[src/rtl/alu_pkg.sv]
// Shared ALU definitions: op codes, RV32I opcode/funct7 constants and the funct3 map.
package alu_pkg;
    typedef enum logic [3:0] {
        ALU_ADD  = 4'd0,
        ALU_SUB  = 4'd1,
        ALU_XOR  = 4'd2,
        ALU_OR   = 4'd3,
        ALU_AND  = 4'd4,
        ALU_SLL  = 4'd5,
        ALU_SRL  = 4'd6,
        ALU_SRA  = 4'd7,
        ALU_SLT  = 4'd8,
        ALU_SLTU = 4'd9
    } alu_op_t;

    localparam logic [6:0] OP_R    = 7'b0110011;
    localparam logic [6:0] OP_I    = 7'b0010011;
    localparam logic [6:0] F7_BASE = 7'b0000000;
    localparam logic [6:0] F7_ALT  = 7'b0100000;

    // Base (funct7 = 0) mapping shared by R-type and I-type
    function automatic alu_op_t f3_op(input logic [2:0] f3);
        case (f3)
            3'b000:  f3_op = ALU_ADD;
            3'b001:  f3_op = ALU_SLL;
            3'b010:  f3_op = ALU_SLT;
            3'b011:  f3_op = ALU_SLTU;
            3'b100:  f3_op = ALU_XOR;
            3'b101:  f3_op = ALU_SRL;
            3'b110:  f3_op = ALU_OR;
            default: f3_op = ALU_AND;
        endcase
    endfunction
endpackage

[src/rtl/id_ex_stage_if.sv]
// Fetch/regfile/execute signal bundle around the ID/EX register.
interface id_ex_stage_if #(parameter int XLEN = 32);
    import alu_pkg::*;

    logic            id_valid;
    logic            id_ready;
    logic [31:0]     id_instr;
    logic [4:0]      rs1_addr;
    logic [4:0]      rs2_addr;
    logic [XLEN-1:0] rs1_data;
    logic [XLEN-1:0] rs2_data;
    logic            ex_valid;
    logic            ex_ready;
    alu_op_t         ex_alu_op;
    logic [XLEN-1:0] ex_src1;
    logic [XLEN-1:0] ex_src2;
    logic [4:0]      ex_rd;
    logic            ex_rd_we;
    logic            ex_illegal;

    modport master (
        input  id_valid, id_instr, rs1_data, rs2_data, ex_ready,
        output id_ready, rs1_addr, rs2_addr, ex_valid, ex_alu_op,
               ex_src1, ex_src2, ex_rd, ex_rd_we, ex_illegal
    );

    modport slave (
        output id_valid, id_instr, rs1_data, rs2_data, ex_ready,
        input  id_ready, rs1_addr, rs2_addr, ex_valid, ex_alu_op,
               ex_src1, ex_src2, ex_rd, ex_rd_we, ex_illegal
    );
endinterface

[src/rtl/alu_decoder.sv]
// Combinational RV32I ALU-op decoder: R-type and I-type ALU instructions only.
module alu_decoder
    import alu_pkg::*;
(
    input  logic [31:0] instr,
    output alu_op_t     alu_op,
    output logic [31:0] imm,
    output logic        use_imm,
    output logic        illegal
);
    logic [6:0] opcode;
    logic [2:0] f3;
    logic [6:0] f7;

    assign opcode = instr[6:0];
    assign f3     = instr[14:12];
    assign f7     = instr[31:25];

    always_comb begin
        alu_op  = ALU_ADD;
        imm     = '0;
        use_imm = 1'b0;
        illegal = 1'b0;
        case (opcode)
            OP_R: begin
                if (f7 == F7_BASE)                     alu_op = f3_op(f3);
                else if (f7 == F7_ALT && f3 == 3'b000) alu_op = ALU_SUB;
                else if (f7 == F7_ALT && f3 == 3'b101) alu_op = ALU_SRA;
                else                                   illegal = 1'b1;
            end
            OP_I: begin
                use_imm = 1'b1;
                imm     = {{20{instr[31]}}, instr[31:20]};
                alu_op  = f3_op(f3);
                // Shifts reuse imm[11:5] as funct7 and take only a 5-bit shamt
                if (f3 == 3'b001 || f3 == 3'b101) begin
                    imm = {27'b0, instr[24:20]};
                    if (f7 == F7_ALT && f3 == 3'b101) alu_op = ALU_SRA;
                    else if (f7 != F7_BASE)           illegal = 1'b1;
                end
            end
            default: illegal = 1'b1;
        endcase
        if (illegal) begin
            alu_op  = ALU_ADD;
            imm     = '0;
            use_imm = 1'b0;
        end
    end
endmodule

[src/rtl/id_ex_stage.sv]
// Decode/issue stage: decodes ALU ops and holds them in the ID/EX register with valid/ready.
module id_ex_stage
    import alu_pkg::*;
#(
    parameter int XLEN = 32
) (
    input  logic          clk,
    input  logic          rst,
    input  logic          flush,
    id_ex_stage_if.master bus
);
    alu_op_t         dec_op;
    logic [31:0]     dec_imm;
    logic            dec_use_imm;
    logic            dec_illegal;
    logic [XLEN-1:0] src1;
    logic [XLEN-1:0] src2;
    logic            accept;
    logic            consume;

    alu_decoder u_dec (
        .instr   (bus.id_instr),
        .alu_op  (dec_op),
        .imm     (dec_imm),
        .use_imm (dec_use_imm),
        .illegal (dec_illegal)
    );

    assign bus.rs1_addr = bus.id_instr[19:15];
    assign bus.rs2_addr = bus.id_instr[24:20];
    assign bus.id_ready = !bus.ex_valid || bus.ex_ready;
    assign accept       = bus.id_valid && bus.id_ready;
    assign consume      = bus.ex_valid && bus.ex_ready;

    assign src1 = dec_illegal ? '0 : bus.rs1_data;
    assign src2 = dec_illegal ? '0 : (dec_use_imm ? dec_imm : bus.rs2_data);

    // Priority rst > flush > accept > consume; no update holds every ex_* field
    always_ff @(posedge clk) begin
        if (rst) begin
            bus.ex_valid   <= 1'b0;
            bus.ex_alu_op  <= ALU_ADD;
            bus.ex_src1    <= '0;
            bus.ex_src2    <= '0;
            bus.ex_rd      <= '0;
            bus.ex_rd_we   <= 1'b0;
            bus.ex_illegal <= 1'b0;
        end else if (flush) begin
            bus.ex_valid   <= 1'b0;
        end else if (accept) begin
            bus.ex_valid   <= 1'b1;
            bus.ex_alu_op  <= dec_op;
            bus.ex_src1    <= src1;
            bus.ex_src2    <= src2;
            bus.ex_rd      <= bus.id_instr[11:7];
            bus.ex_rd_we   <= !dec_illegal && (bus.id_instr[11:7] != 5'd0);
            bus.ex_illegal <= dec_illegal;
        end else if (consume) begin
            bus.ex_valid   <= 1'b0;
        end
    end
endmodule

[src/flat_wrapper.sv]
// flat-port wrapper written by rule: the top's interface ports become plain ports
module id_ex_stage_flat import alu_pkg::*;
#(
    parameter int XLEN = 32
)
  (clk, rst, flush, bus_id_valid, bus_id_instr, bus_rs1_data, bus_rs2_data, bus_ex_ready, bus_id_ready, bus_rs1_addr, bus_rs2_addr, bus_ex_valid, bus_ex_alu_op, bus_ex_src1, bus_ex_src2, bus_ex_rd, bus_ex_rd_we, bus_ex_illegal);
  id_ex_stage_if #(.XLEN(XLEN)) bus_i ();
  input  logic clk;
  input  logic rst;
  input  logic flush;
  input wire logic [$bits(bus_i.id_valid)-1:0] bus_id_valid;
  input wire logic [$bits(bus_i.id_instr)-1:0] bus_id_instr;
  input wire logic [$bits(bus_i.rs1_data)-1:0] bus_rs1_data;
  input wire logic [$bits(bus_i.rs2_data)-1:0] bus_rs2_data;
  input wire logic [$bits(bus_i.ex_ready)-1:0] bus_ex_ready;
  output wire logic [$bits(bus_i.id_ready)-1:0] bus_id_ready;
  output wire logic [$bits(bus_i.rs1_addr)-1:0] bus_rs1_addr;
  output wire logic [$bits(bus_i.rs2_addr)-1:0] bus_rs2_addr;
  output wire logic [$bits(bus_i.ex_valid)-1:0] bus_ex_valid;
  output wire logic [$bits(bus_i.ex_alu_op)-1:0] bus_ex_alu_op;
  output wire logic [$bits(bus_i.ex_src1)-1:0] bus_ex_src1;
  output wire logic [$bits(bus_i.ex_src2)-1:0] bus_ex_src2;
  output wire logic [$bits(bus_i.ex_rd)-1:0] bus_ex_rd;
  output wire logic [$bits(bus_i.ex_rd_we)-1:0] bus_ex_rd_we;
  output wire logic [$bits(bus_i.ex_illegal)-1:0] bus_ex_illegal;
  assign bus_i.id_valid = bus_id_valid;
  assign bus_i.id_instr = bus_id_instr;
  assign bus_i.rs1_data = bus_rs1_data;
  assign bus_i.rs2_data = bus_rs2_data;
  assign bus_i.ex_ready = bus_ex_ready;
  assign bus_id_ready = bus_i.id_ready;
  assign bus_rs1_addr = bus_i.rs1_addr;
  assign bus_rs2_addr = bus_i.rs2_addr;
  assign bus_ex_valid = bus_i.ex_valid;
  assign bus_ex_alu_op = bus_i.ex_alu_op;
  assign bus_ex_src1 = bus_i.ex_src1;
  assign bus_ex_src2 = bus_i.ex_src2;
  assign bus_ex_rd = bus_i.ex_rd;
  assign bus_ex_rd_we = bus_i.ex_rd_we;
  assign bus_ex_illegal = bus_i.ex_illegal;
  id_ex_stage #(.XLEN(XLEN)) u_core (.clk(clk), .rst(rst), .flush(flush), .bus(bus_i));
endmodule
[config.mk]
export PLATFORM = sky130hd
export DESIGN_NAME = id_ex_stage_flat
export DESIGN_NICKNAME = d
export VERILOG_FILES = /design/src/rtl/alu_pkg.sv /design/src/rtl/id_ex_stage_if.sv /design/src/rtl/alu_decoder.sv /design/src/rtl/id_ex_stage.sv /design/src/flat_wrapper.sv
export SDC_FILE = /design/constraint.sdc
export NUM_CORES = 1
export LEC_CHECK = 0
export CAP_MARGIN = 20
export CORE_MARGIN = 5
export CORE_UTILIZATION = 41
export CTS_BUF_LIST = sky130_fd_sc_hd__clkbuf_2 sky130_fd_sc_hd__clkbuf_4 sky130_fd_sc_hd__clkbuf_8
export DETAILED_ROUTE_END_ITERATION = 16
export PLACE_DENSITY = 0.82
export SLEW_MARGIN = 5
export SYNTH_ARGS = -nofsm -noshare
export SYNTH_HDL_FRONTEND = slang
export SYNTH_HIERARCHICAL = 1
export SYNTH_SLANG_ARGS = --single-unit
[constraint.sdc]
create_clock -name clk -period 3.84 [get_ports clk]
set_clock_uncertainty 0.1 [all_clocks]
set_input_delay 1.152 -clock clk [delete_from_list [all_inputs] [get_ports clk]]
set_output_delay 1.152 -clock clk [all_outputs]
set_load 0.01 [all_outputs]
### Yosys cells after proc, flatten, opt, wreduce, memory -nomap -nowiden

Cells that the tools add are included.
Widths: inputs -> output; s select.

| word-level totals | value |
|---|---|
| bits in registers | 76 |
| input bits | 101 |
| logic and storage cells | 57 |

| cells by class | value |
|---|---|
| equal/unequal tests | 9 |
| mux-type cells | 24 |
| bitwise logic cells | 1 |
| reduce and logical (&&, ||, !) cells | 16 |

Operator list:

| cell | number |
|---|---|
| $mux 32 | 5 |
| $pmux 4 s7 | 1 |
| $mux 4 | 4 |
| $eq 7x6->1 const B | 2 |
| $mux 1 | 10 |
| $eq 3x3->1 const B | 3 |
| $pmux 4 s2 | 1 |
| $eq 7x5->1 const B | 1 |
| $logic_not 7->1 | 1 |
| $reduce_bool 7->1 | 1 |
| $eq 3x2->1 const B | 2 |
| $mux 3 | 2 |
| $logic_and 1x1->1 | 5 |
| $reduce_bool 5->1 | 1 |
| $eq 3x1->1 const B | 1 |
| $logic_not 3->1 | 1 |
| $logic_not 1->1 | 2 |
| $logic_or 1x1->1 | 2 |
| $pmux 1 s2 | 1 |
| $reduce_and 2->1 | 1 |
| $reduce_bool 2->1 | 1 |
| $reduce_or 2->1 | 1 |
| $not 1->1 | 1 |

### Logic depth before layout (Yosys ltp)

| depth | value |
|---|---|
| depth after elaboration | 9 |
| gate-level depth with buffers | 9 |

### Modules after synthesis

The synthesis kept the hierarchy.

By module, submodules not included:

| module | instances | cells each | area each (sq um) |
|---|---|---|---|
| id_ex_stage | 1 | 324 | 3238.1 |
| alu_decoder | 1 | 67 | 473.0 |

### Worst setup path after synthesis

OpenSTA, ideal clock, no wires.

| timing | value |
|---|---|
| path type | input-to-reg |
| start point | input port bus_id_instr[25] |
| end point | register u_core/bus.ex_src2[11] (netlist bit) |
| setup time | 0.070 ns |
| data arrival time | 3.169 ns |
| required time | 3.670 ns |
| path slack | 0.501 ns |
| cell stages on the path | 8 |
| buffers on the path | 1 |
| cells stage by stage | or4_4 -> o41a_1 -> or2_4 -> a21o_1 -> nor3_1 -> nand3_2 -> buf_2 -> o2bb2ai_1 |

| on the way | value |
|---|---|
| word-level cells in the longest chain between the ends | 9 |

Ends and longest elaborated chain:

| what | RTL line | text |
|---|---|---|
| from (decl) | flat_wrapper.sv:12 | `input wire logic [$bits(bus_i.id_instr)-1:0] bus_id_instr;` |
| $eq 7x6->1 | alu_decoder.sv:27, alu_decoder.sv:28, alu_decoder.sv:38 |  |
| $logic_and 1x1->1 | alu_decoder.sv:28, alu_decoder.sv:38 |  |
| $mux 1 | alu_decoder.sv:28 | `else if (f7 == F7_ALT && f3 == 3'b101) alu_op = ALU_SRA;` |
| $mux 1 | alu_decoder.sv:27 | `else if (f7 == F7_ALT && f3 == 3'b000) alu_op = ALU_SUB;` |
| $mux 1 | alu_decoder.sv:26 | `if (f7 == F7_BASE) alu_op = f3_op(f3);` |
| $pmux 1 s2 (*) | alu_decoder.sv:24 | `case (opcode)` |
| named net u_core.dec_illegal | id_ex_stage.sv:15 | `logic dec_illegal;` |
| $mux 1 | alu_decoder.sv:44 | `if (illegal) begin` |
| $mux 32 | id_ex_stage.sv:36 | `assign src2 = dec_illegal ? '0 : (dec_use_imm ? dec_imm : bus.rs2_data);` |
| $mux 32 (*) | id_ex_stage.sv:36 |  |
| to (signal assigned) | id_ex_stage.sv:54 | `bus.ex_src2 <= src2;` |
| to (decl) | id_ex_stage_if.sv:24 | `ex_src1, ex_src2, ex_rd, ex_rd_we, ex_illegal` |

The timed path passes the listed nets; every way through them passes the cells marked *.
A chain may end at the register's enable or synchronous reset.

### Worst setup path after layout

| timing | value |
|---|---|
| start point | input port bus_ex_ready |
| end point | output port bus_id_ready |

| on the way | value |
|---|---|
| word-level cells in the longest chain between the ends | 1 |

Ends and longest elaborated chain:

| what | RTL line | text |
|---|---|---|
| from (decl) | flat_wrapper.sv:15 | `input wire logic [$bits(bus_i.ex_ready)-1:0] bus_ex_ready;` |
| $logic_or 1x1->1 | id_ex_stage.sv:31 | `assign bus.id_ready = !bus.ex_valid \|\| bus.ex_ready;` |
| to (decl) | flat_wrapper.sv:16 | `output wire logic [$bits(bus_i.id_ready)-1:0] bus_id_ready;` |

Every way passes these cells.

==> out/qor.yml <==
run_status:
  status: "finished clean"
critical_path:
  cp.arrival_ns: 2.33
  reg2reg_from: "u_core/bus.ex_valid"
  cp_cell_sequence: "clkdlybuf4s50_1 -> nor2b_2 -> inv_4 -> clkdlybuf4s50_1"
  critPathKind: "in -> out"
  worstSetupStartpoint: "bus_ex_ready"
  critPathBufInv: 3
  max_stage_delay_ns: 0.48
  start_kind: "primary input"
  cp_max_fo: 2
  r2r-end: "u_core/bus.ex_src2[20]"
  critical_path.slowest_cell: "clkdlybuf4s50_1"
  cpLargestDelayFamily: "buffers and inverters"
  end_kind: "primary output"
  r2r_slack_ns: 1.80
  crit_top_cell: "clkdlybuf4s50_1"
  reg2reg_depth: 5
  crit_required_ns: 2.59
detailed_routing:
  postRouteAntennaNets: 0
  num_vias: 3546
  wl_met2_um: 5670
  post_drt_wl_per_cell_um: 18.2
  viasPerCell: 5.55
  wl_um: 11600
  drc: 0
  wl_met3_um: 966
  drtIter0Drc: 220
  drtPass1Iterations: 4
  m1WireLength_um: 4860
  highest_layer: "met4"
yosys:
  ys_warn_count: 6
  synthArstFlopShare: 0
  synthTopCellsByArea: "dfxtp_1, mux2i_1, o2bb2ai_1, nand4b_1, buf_4"
  netlist_instances: 391
  ys_seq_area_frac: 0.410
  avgSynthCellArea_um2: 9.49
  ys_ff_latch: 76
  synth_area_um2: 3710
  synthDistinctLibCells: 37
  synth_top_area_share: 0.410
  synth_ff_type: "dfxtp_1"
  synth_edf_count: 0
  synth_nets: 492
  yosys.area.top_type: "dfxtp_1"
final_layout:
  fin_nets: 627
  layout-drive-gt1-share: 0.0810
  fillers: 767
  register_area_um2: 1520
  diodes: 0
  mostFrequentLayoutCells: "clkdlybuf4s50_1, dfxtp_1, a21oi_1, o21ai_0, o2bb2ai_1"
  layout_commonest_cell: "clkdlybuf4s50_1"
  syn_to_final_growth_pct: 48.9
  multi_input_area_um2: 1760
die:
  die_x_um: 105
  start_util: 0.423
  die_h_um: 105
  ios: 188
  rows: 34
  fp.coreArea_um2: 8760
  die-area_um2: 11100
clock_network:
  cts_buffer_depth: 2
  cts_root_buf: "clkbuf_8"
  clk_latency_ns: 0.35
  htreeDepth: 3
  cts_buffers: 9
  ctsResizeCount: 0
  clock_sinks: 76
  cts_tree: "built"
  postCtsHoldBufs: 0
  clk_pin_slew_worst_paths_ns: 0.08
  postCtsSetupBuffers: 0
hold_path:
  worstHoldPathType: "reg -> reg"
  min_to: "u_core/bus.ex_src2[6]"
  hold_path.startpoint: "u_core/bus.ex_src2[6]"
  hold_depth: 1
timing:
  slew_viol_final: 0
  tns_ns: 0
  tightest_slew_ns: 0.909
  period_share: 0.933
  setup_viol: 0
  hold_violations: 0
  fmax_mhz: 279
  rsz0062_at_grt: "no"
  layout_min_cycle_time_ns: 3.58
  whs_ns: 0.368
  relSlewSlack: 0.393
grt:
  grt_pass1_vias: 3616
  grt_max_degree: 45
  antenna_found_initial: 0
  grt_first_pass_wirelength_um: 18700
  groute.usage.overall: 0.203
  grt_overflow: 0
place:
  gp_congestion: 0.795
  dpl.hpwl_um: 8350
  portBuffers: 177
power:
  switching_share: 0.243
  p_leak_uw: 0.00178
  powerDensity_nw_per_um2: 294
  p_sw_uw: 394
  p_clk_frac: 0.385
  p_seq_frac: 0.489
  p_int_uw: 1230
  power_frac_comb: 0.126
  vdd_drop_max_uv: 218
job:
  maxCapViolCount: 0
[power by group through the flow]
stage                     clock (uW)  combinational (uW)  sequential, uW
final                            625                 204             793
after global routing             680                 219             794
after CTS                        644                 205             793
after detailed placement           0                 204             812
after global placement             0                 200             812
after floorplan                    0                80.8             814
[sequential cells by signal (all words and copies together) (netlist names)]
| name | flops |
|---|---|
| u_core/bus.ex_rd | 5 |
| u_core/bus.ex_alu_op | 4 |
| u_core/bus.ex_valid | 1 |
| u_core/bus.ex_illegal | 1 |
| u_core/bus.ex_rd_we | 1 |
| u_core/bus.ex_src1 | 32 |
| u_core/bus.ex_src2 | 32 |
[stage by stage]
step	utilization	setup slack [ns]	instances	total power, uW	area [um2]
6_report	0.631	0.259	639	1620	5530
2_1_floorplan	-	0.501	391	895	3710
3_5_place_dp	0.608	-0.0224	623	1020	5330
5_1_grt	0.631	0.229	639	1690	5530
4_1_cts	0.631	0.239	639	1640	5530
3_3_place_gp	0.608	0.0526	623	1010	5330
[Yosys cell counts, types with 2 or more instances]
| cell type | n |
|---|---|
| a2111oi_2 | 2 |
| a21oi_1 | 45 |
| and2_1 | 12 |
| buf_2 | 12 |
| buf_4 | 34 |
| buf_6 | 5 |
| clkbuf_1 | 16 |
| dfxtp_1 | 76 |
| mux2i_1 | 32 |
| nand2_1 | 4 |
| nand2b_1 | 4 |
| nand3_1 | 12 |
| nand4b_1 | 32 |
| nor2_1 | 2 |
| nor2b_1 | 3 |
| nor3_1 | 4 |
| o21ai_0 | 44 |
| o2bb2ai_1 | 33 |
[how the worst max path moves through the flow]
stage	endpoint	slack (ns)	cells after the start
after floorplan	u_core/bus.ex_src2[11]	0.50	8
after global placement	u_core/bus.ex_src2[19]	0.05	9
after detailed placement	u_core/bus.ex_src2[20]	-0.02	9
after CTS	bus_id_ready	0.24	4
after global routing	bus_id_ready	0.23	4
final	bus_id_ready	0.26	4
[layer usage]
metal | track usage | up-vias
li1 | - | 1689
met1 | 0.240 | 1691
met2 | 0.355 | 158
met3 | 0.0715 | 8
met4 | 0.0420 | 0
met5 | 0 | -
[cell families (layout without fill, tap and decap cells)]
logic type	count (synthesis)	after routing	share of synthesized area
AOI/OAI and AO/OA	130	130	0.223
and+or+nand+nor	83	83	0.160
DFF	76	76	0.410
buffers and inverters	69	209	0.119
muxes	32	32	0.0863
xor gates and xnor gates	1	1	0.00236
[layout make-up]
| class | count | area share |
|---|---|---|
| clock buffers | 10 | 0.0249 |
| clock inverters | 6 | 0.0115 |
| inverters | 2 | 0.00181 |
| multi-input cells | 246 | 0.319 |
| flip-flops and latches | 76 | 0.275 |
| well taps | 108 | 0.0245 |
| repair buffers | 191 | 0.343 |
No activity file was read; power rests on OpenSTA's default activity.
